$ cat config.mk
export PLATFORM = sky130hd
export DESIGN_NAME = serial_add_seq
export DESIGN_NICKNAME = d
export VERILOG_FILES = /design/src/rtl/serial_add_seq_pkg.sv /design/src/rtl/ripple_carry_adder_4bit.sv /design/src/rtl/serial_add_seq.sv
export SDC_FILE = /design/constraint.sdc
export NUM_CORES = 1
export LEC_CHECK = 0
export BUFFER_PORTS_ARGS = -buffer_cell sky130_fd_sc_hd__buf_2
export CORE_AREA = 2 2 86 88
export CTS_CLUSTER_DIAMETER = 120
export DETAILED_ROUTE_END_ITERATION = 8
export DIE_AREA = 0 0 88 90
export REMOVE_ABC_BUFFERS = 1
export SLEW_MARGIN = 20
export SYNTH_ARGS = -nofsm -noshare
export SYNTH_HDL_FRONTEND = slang
export SYNTH_HIERARCHICAL = 1
export SYNTH_SLANG_ARGS = --single-unit
$ cat constraint.sdc
create_clock -name clk -period 6.4 [get_ports clk]
set_input_delay 0.32 -clock clk [delete_from_list [all_inputs] [get_ports clk]]
set_output_delay 0.32 -clock clk [all_outputs]
set_load 0.005 [all_outputs]
$ cat src/rtl/serial_add_seq_pkg.sv
// Shared definitions for the nibble-serial add/subtract unit:
// FSM state encoding, slice width and index-width helper.
package serial_add_seq_pkg;

    // Width of one arithmetic slice handled per RUN cycle
    localparam int SLICE_W = 4;

    // Control FSM states
    typedef enum logic [1:0] {
        ST_IDLE = 2'd0,
        ST_RUN  = 2'd1,
        ST_DONE = 2'd2
    } state_t;

    // Slice index width: ceil(log2(n)), never below one bit
    function automatic int idx_width(input int n);
        if (n > 1) begin
            return $clog2(n);
        end else begin
            return 1;
        end
    endfunction

endpackage

$ cat src/rtl/ripple_carry_adder_4bit.sv
// Four-bit ripple-carry adder: the single shared slice datapath of the unit.
import serial_add_seq_pkg::*;

module ripple_carry_adder_4bit (
    input  logic [SLICE_W-1:0] a,
    input  logic [SLICE_W-1:0] b,
    input  logic               cin,
    output logic [SLICE_W-1:0] sum,
    output logic               cout
);

    logic [SLICE_W:0]   carry_s;
    logic [SLICE_W-1:0] sum_s;

    // Full-adder chain, carry rippling from bit 0 upwards
    always_comb begin
        carry_s    = {(SLICE_W+1){1'b0}};
        sum_s      = {SLICE_W{1'b0}};
        carry_s[0] = cin;
        for (int i = 0; i < SLICE_W; i++) begin
            sum_s[i]       = a[i] ^ b[i] ^ carry_s[i];
            carry_s[i + 1] = (a[i] & b[i]) | (carry_s[i] & (a[i] ^ b[i]));
        end
    end

    assign sum  = sum_s;
    assign cout = carry_s[SLICE_W];

endmodule

$ cat src/rtl/serial_add_seq.sv
// Nibble-serial add/subtract unit. One request is latched in IDLE, processed
// one 4-bit slice per RUN cycle through a shared ripple-carry adder, then held
// in DONE until the consumer takes it with a valid/ready handshake.
import serial_add_seq_pkg::*;

module serial_add_seq #(
    parameter int NIBBLES = 4
) (
    input  logic                   clk,
    input  logic                   rst,
    input  logic                   in_valid,
    output logic                   in_ready,
    input  logic                   op_sub,
    input  logic [4*NIBBLES-1:0]   a,
    input  logic [4*NIBBLES-1:0]   b,
    output logic                   out_valid,
    input  logic                   out_ready,
    output logic [4*NIBBLES-1:0]   sum,
    output logic                   cout,
    output logic                   ovf
);

    localparam int W     = SLICE_W * NIBBLES;
    localparam int IDX_W = idx_width(NIBBLES);
    localparam logic [IDX_W-1:0] LAST_IDX = IDX_W'(NIBBLES - 1);

    state_t             state_r;
    state_t             next_state_s;

    logic [W-1:0]       a_r;
    logic [W-1:0]       bx_r;          // effective B (inverted for subtract)
    logic               carry_r;
    logic [IDX_W-1:0]   idx_r;

    logic [W-1:0]       sum_r;
    logic               cout_r;
    logic               ovf_r;
    logic               out_valid_r;
    logic               in_ready_r;

    logic               accept_s;
    logic               run_s;
    logic               last_slice_s;
    logic               out_hs_s;
    logic [W-1:0]       a_shift_s;
    logic [W-1:0]       b_shift_s;
    logic [SLICE_W-1:0] a_slice_s;
    logic [SLICE_W-1:0] b_slice_s;
    logic [SLICE_W-1:0] add_sum_s;
    logic               add_cout_s;

    assign accept_s     = in_valid && in_ready_r;
    assign run_s        = (state_r == ST_RUN);
    assign last_slice_s = (idx_r == LAST_IDX);
    assign out_hs_s     = out_valid_r && out_ready;

    // Select the current slice of both latched operands
    always_comb begin
        a_shift_s = a_r  >> (SLICE_W * int'(idx_r));
        b_shift_s = bx_r >> (SLICE_W * int'(idx_r));
        a_slice_s = a_shift_s[SLICE_W-1:0];
        b_slice_s = b_shift_s[SLICE_W-1:0];
    end

    ripple_carry_adder_4bit u_rca (
        .a    (a_slice_s),
        .b    (b_slice_s),
        .cin  (carry_r),
        .sum  (add_sum_s),
        .cout (add_cout_s)
    );

    // FSM state register
    always_ff @(posedge clk or posedge rst) begin
        if (rst) begin
            state_r <= ST_IDLE;
        end else begin
            state_r <= next_state_s;
        end
    end

    // FSM next-state logic
    always_comb begin
        next_state_s = state_r;
        case (state_r)
            ST_IDLE: begin
                if (accept_s) begin
                    next_state_s = ST_RUN;
                end else begin
                    next_state_s = ST_IDLE;
                end
            end
            ST_RUN: begin
                if (last_slice_s) begin
                    next_state_s = ST_DONE;
                end else begin
                    next_state_s = ST_RUN;
                end
            end
            ST_DONE: begin
                if (out_hs_s) begin
                    next_state_s = ST_IDLE;
                end else begin
                    next_state_s = ST_DONE;
                end
            end
            default: begin
                next_state_s = ST_IDLE;
            end
        endcase
    end

    // Operand latch, carry and slice-index bookkeeping
    always_ff @(posedge clk or posedge rst) begin
        if (rst) begin
            a_r     <= {W{1'b0}};
            bx_r    <= {W{1'b0}};
            carry_r <= 1'b0;
            idx_r   <= {IDX_W{1'b0}};
        end else if (accept_s) begin
            a_r     <= a;
            bx_r    <= op_sub ? ~b : b;
            carry_r <= op_sub;
            idx_r   <= {IDX_W{1'b0}};
        end else if (run_s) begin
            carry_r <= add_cout_s;
            // Index holds on the last slice so it never runs past NIBBLES-1
            if (!last_slice_s) begin
                idx_r <= idx_r + IDX_W'(1);
            end
        end
    end

    // Result registers: one slice written per RUN cycle, flags on the top slice
    always_ff @(posedge clk or posedge rst) begin
        if (rst) begin
            sum_r  <= {W{1'b0}};
            cout_r <= 1'b0;
            ovf_r  <= 1'b0;
        end else if (run_s) begin
            for (int i = 0; i < NIBBLES; i++) begin
                if (idx_r == IDX_W'(i)) begin
                    sum_r[i*SLICE_W +: SLICE_W] <= add_sum_s;
                end
            end
            if (last_slice_s) begin
                cout_r <= add_cout_s;
                ovf_r  <= (a_r[W-1] == bx_r[W-1]) &&
                          (add_sum_s[SLICE_W-1] != a_r[W-1]);
            end
        end
    end

    // out_valid rises one cycle after entering DONE and drops on handshake
    always_ff @(posedge clk or posedge rst) begin
        if (rst) begin
            out_valid_r <= 1'b0;
        end else if ((state_r == ST_DONE) && !out_hs_s) begin
            out_valid_r <= 1'b1;
        end else begin
            out_valid_r <= 1'b0;
        end
    end

    // in_ready is a registered copy of "next state is IDLE"
    always_ff @(posedge clk or posedge rst) begin
        if (rst) begin
            in_ready_r <= 1'b1;
        end else begin
            in_ready_r <= (next_state_s == ST_IDLE);
        end
    end

    assign in_ready  = in_ready_r;
    assign out_valid = out_valid_r;
    assign sum       = sum_r;
    assign cout      = cout_r;
    assign ovf       = ovf_r;

endmodule

==> metrics.yaml <==
global_routing:
  antenna_found_initial: 0
  grt-ovfl-total: 0
  grtUsageTotal: 0.1364
  grt_pass1_vias: 1686
  grt_pass1_wl_um: 8142
  grt_max_degree: 58
sta:
  min_period_over_period: 0.5477
  clock_skew_ps: 9.073
  tightestPinTransition_ps: 696.7
  max_freq_mhz: 285.3
  rsz0062_at_grt: "no"
  hold_viol_final: 0
  tns_ps: 0
  drv_slew: 0
  relSlewSlack: 0.5355
  fin_ws_ps: 2895
  holdWs_ps: 174.7
  min_period_ps: 3505
  finalSetupViolations: 0
drt:
  dr.pass1.iters: 2
  drc: 0
  antenna_left: 0
  routed_wl_um: 4908
  drt_iter0_markers: 54
  avgRoutedWirePerCell_um: 13.41
  vias_per_cell: 4.462
  num_vias: 1633
power:
  ir_drop_mv: 0.1770
  p_per_area_nw_per_um2: 550.1
  leakagePower_uw: 0.001504
clock_tree:
  clk_pin_slew_worst_paths_ps: 70
  clkSinkCount: 57
  root_buffer: "clkbuf_8"
  post_cts_resized: 0
  post_cts_buffers: 0
  htreeDepth: 3
  clk_path_buf_depth: 2
  clock_latency_ps: 340
  cts_buffers: 9
  tritoncts: "done"
  hold_buffers: 0
synthesis:
  yosysTopAreaCellShare: 0.5298
  yosysSeqAreaShare: 0.5397
  ys_ff_latch: 57
  avgSynthCellArea_um2: 13.03
  synth_cell_types: 22
  yosys.area.top_type: "dfrtp_1"
  synthCells: 203
  ys_warn_count: 6
  netlist_area_um2: 2645
  synth.area.top_cells: "dfrtp_1 53%, mux2_2 14%, mux4_2 6.8%, xnor2_1 5.6%, o21ai_0 3.2%"
placed_design:
  placement.setup.worst_slack_ps: 2834
  portBuffers: 56
  hpwl_um: 3482
  place.gp.congestion: 0.7234
  placed_area_um2: 3019
setup_path:
  slowest_delay_ps: 730
  cp_num_buf_inv: 4
  critPathKind: "flip-flop to flip-flop"
  critPathTopFamily: "adder cells"
  reg2reg_depth: 12
  start_kind: "flip-flop"
  worstSetupPathDepth: 12
  slowest_stage: "dfrtp_1"
  arrival_ps: 3710
  cp-end-kind: "flip-flop"
  crit_required_ps: 6610
  crit_fanout: 12
  crit_path_cell_trace: "mux4_2 -> fa_1 -> inv_1 -> fa_1 -> inv_1 -> fa_1 -> inv_1 -> fa_1 -> inv_1 -> and3b_1 -> a21oi_1 -> o21ai_0"
floorplan:
  coreArea_um2: 7020
  start_util: 0.3768
  pin_count: 57
  dieArea_um2: 7920
  die_h_um: 90
  die_w_um: 88
  std_cell_rows: 31
layout:
  nets: 308
  drive_gt1_frac: 0.4382
  area.growth.synth_to_final_pct: 21.52
  stdcell_area_um2: 3214
  antenna_cells: 0
worst_hold_path:
  hold_path.class: "primary input to async pin"
outcome:
  status: "finished clean"
run:
  cap_violations: 0
==> area by class of cell <==
class                      instances  area, µm²
clock buffer                      12      155.1
clock inverter                     3      40.04
fill                             670       3806
inverter                          14      52.55
multi-input combinational        123       1120
sequential                        57       1428
tap                               99      123.9
timing repair buffer              58      295.3
==> stage by stage <==
stage / utilization / total power, µW / instances
floorplan: - / 1208 / 194
global placement: 0.4300 / 1435 / 351
detailed placement: 0.4300 / 1454 / 351
CTS: 0.4579 / 1798 / 366
global route: 0.4579 / 1935 / 366
finish: 0.4579 / 1768 / 366
==> synthesized netlist by cell type <==
master and instances:
buf_2 3, ha_1 4, nand2_1 21, a21oi_1 5, dfstp_2 1, nor2_1 5, mux4_2 8, nand2b_1 1
inv_1 14, nor3b_2 1, a211oi_1 1, and2b_1 1, and3b_1 1, mux2_2 34, xnor2_1 17, clkbuf_1 4
fa_1 4, dfrtp_1 56, mux2i_1 2, nand3b_1 1, o21ai_0 17, buf_4 2
==> worst min-delay path: stages <==
cell and delay (ps):
buf_2 100, inv_2 30, buf_4 550
==> final timing paths <==
kind	start	end	slack [ps]
worst min register to register	ovf	ovf	480
min in group clk	out_ready	out_valid	200
worst max register to register	idx_r[0]	ovf	2890
max in group asynchronous	rst	out_valid	5760
worst min-delay path	rst	idx_r[1]	170
worst max-delay path	idx_r[0]	ovf	2890
==> metal layers <==
layer	GRT usage	wire (µm)	share of wire
met1	0.1878	2395	0.49
met2	0.1963	2184	0.44
met3	0.03673	236	0.048
met4	0.06923	91	0.019
met5	0	0	0
==> sequential cells by signal, indices dropped and copies added (netlist names) <==
signal and count:
a_r 16, out_valid 1, carry_r 1, ovf 1, state_r 2, sum 16
in_ready 1, idx_r 2, cout 1, bx_r 16
==> cells by family after synthesis <==
family	count (synthesis)	synth area share
AOI/OAI and AO/OA	23	0.04446
xor gates and xnor gates	17	0.05629
adders and majority gates	8	0.04920
buffers and inverters	23	0.03689
DFF	57	0.5397
muxes	44	0.2204
and+or+nand+nor	31	0.05299
==> layout by cell type (no fill, tap or decap), types with 2 or more instances in the layout <==
cell	Yosys	routed
buf_4	2	2
inv_1	14	13
a21oi_1	5	5
o21ai_0	17	17
dfrtp_1	56	56
clkinv_2	0	2
fa_1	4	4
nand2_1	21	21
nor2_1	5	5
mux2i_1	2	2
xnor2_1	17	17
mux4_2	8	8
mux2_2	34	34
ha_1	4	4
clkbuf_8	0	11
buf_2	3	56
==> power breakdown <==
group | internal (µW) | total (µW) | leakage [µW] | switching (µW)
registers | 547 | 679 | 0.000689 | 132
clock network | 198 | 338 | 0.000102 | 140
logic | 404 | 751 | 0.000713 | 347
total | 1150 | 1770 | 0.00150 | 620
(Power assumes the default switching activity.)
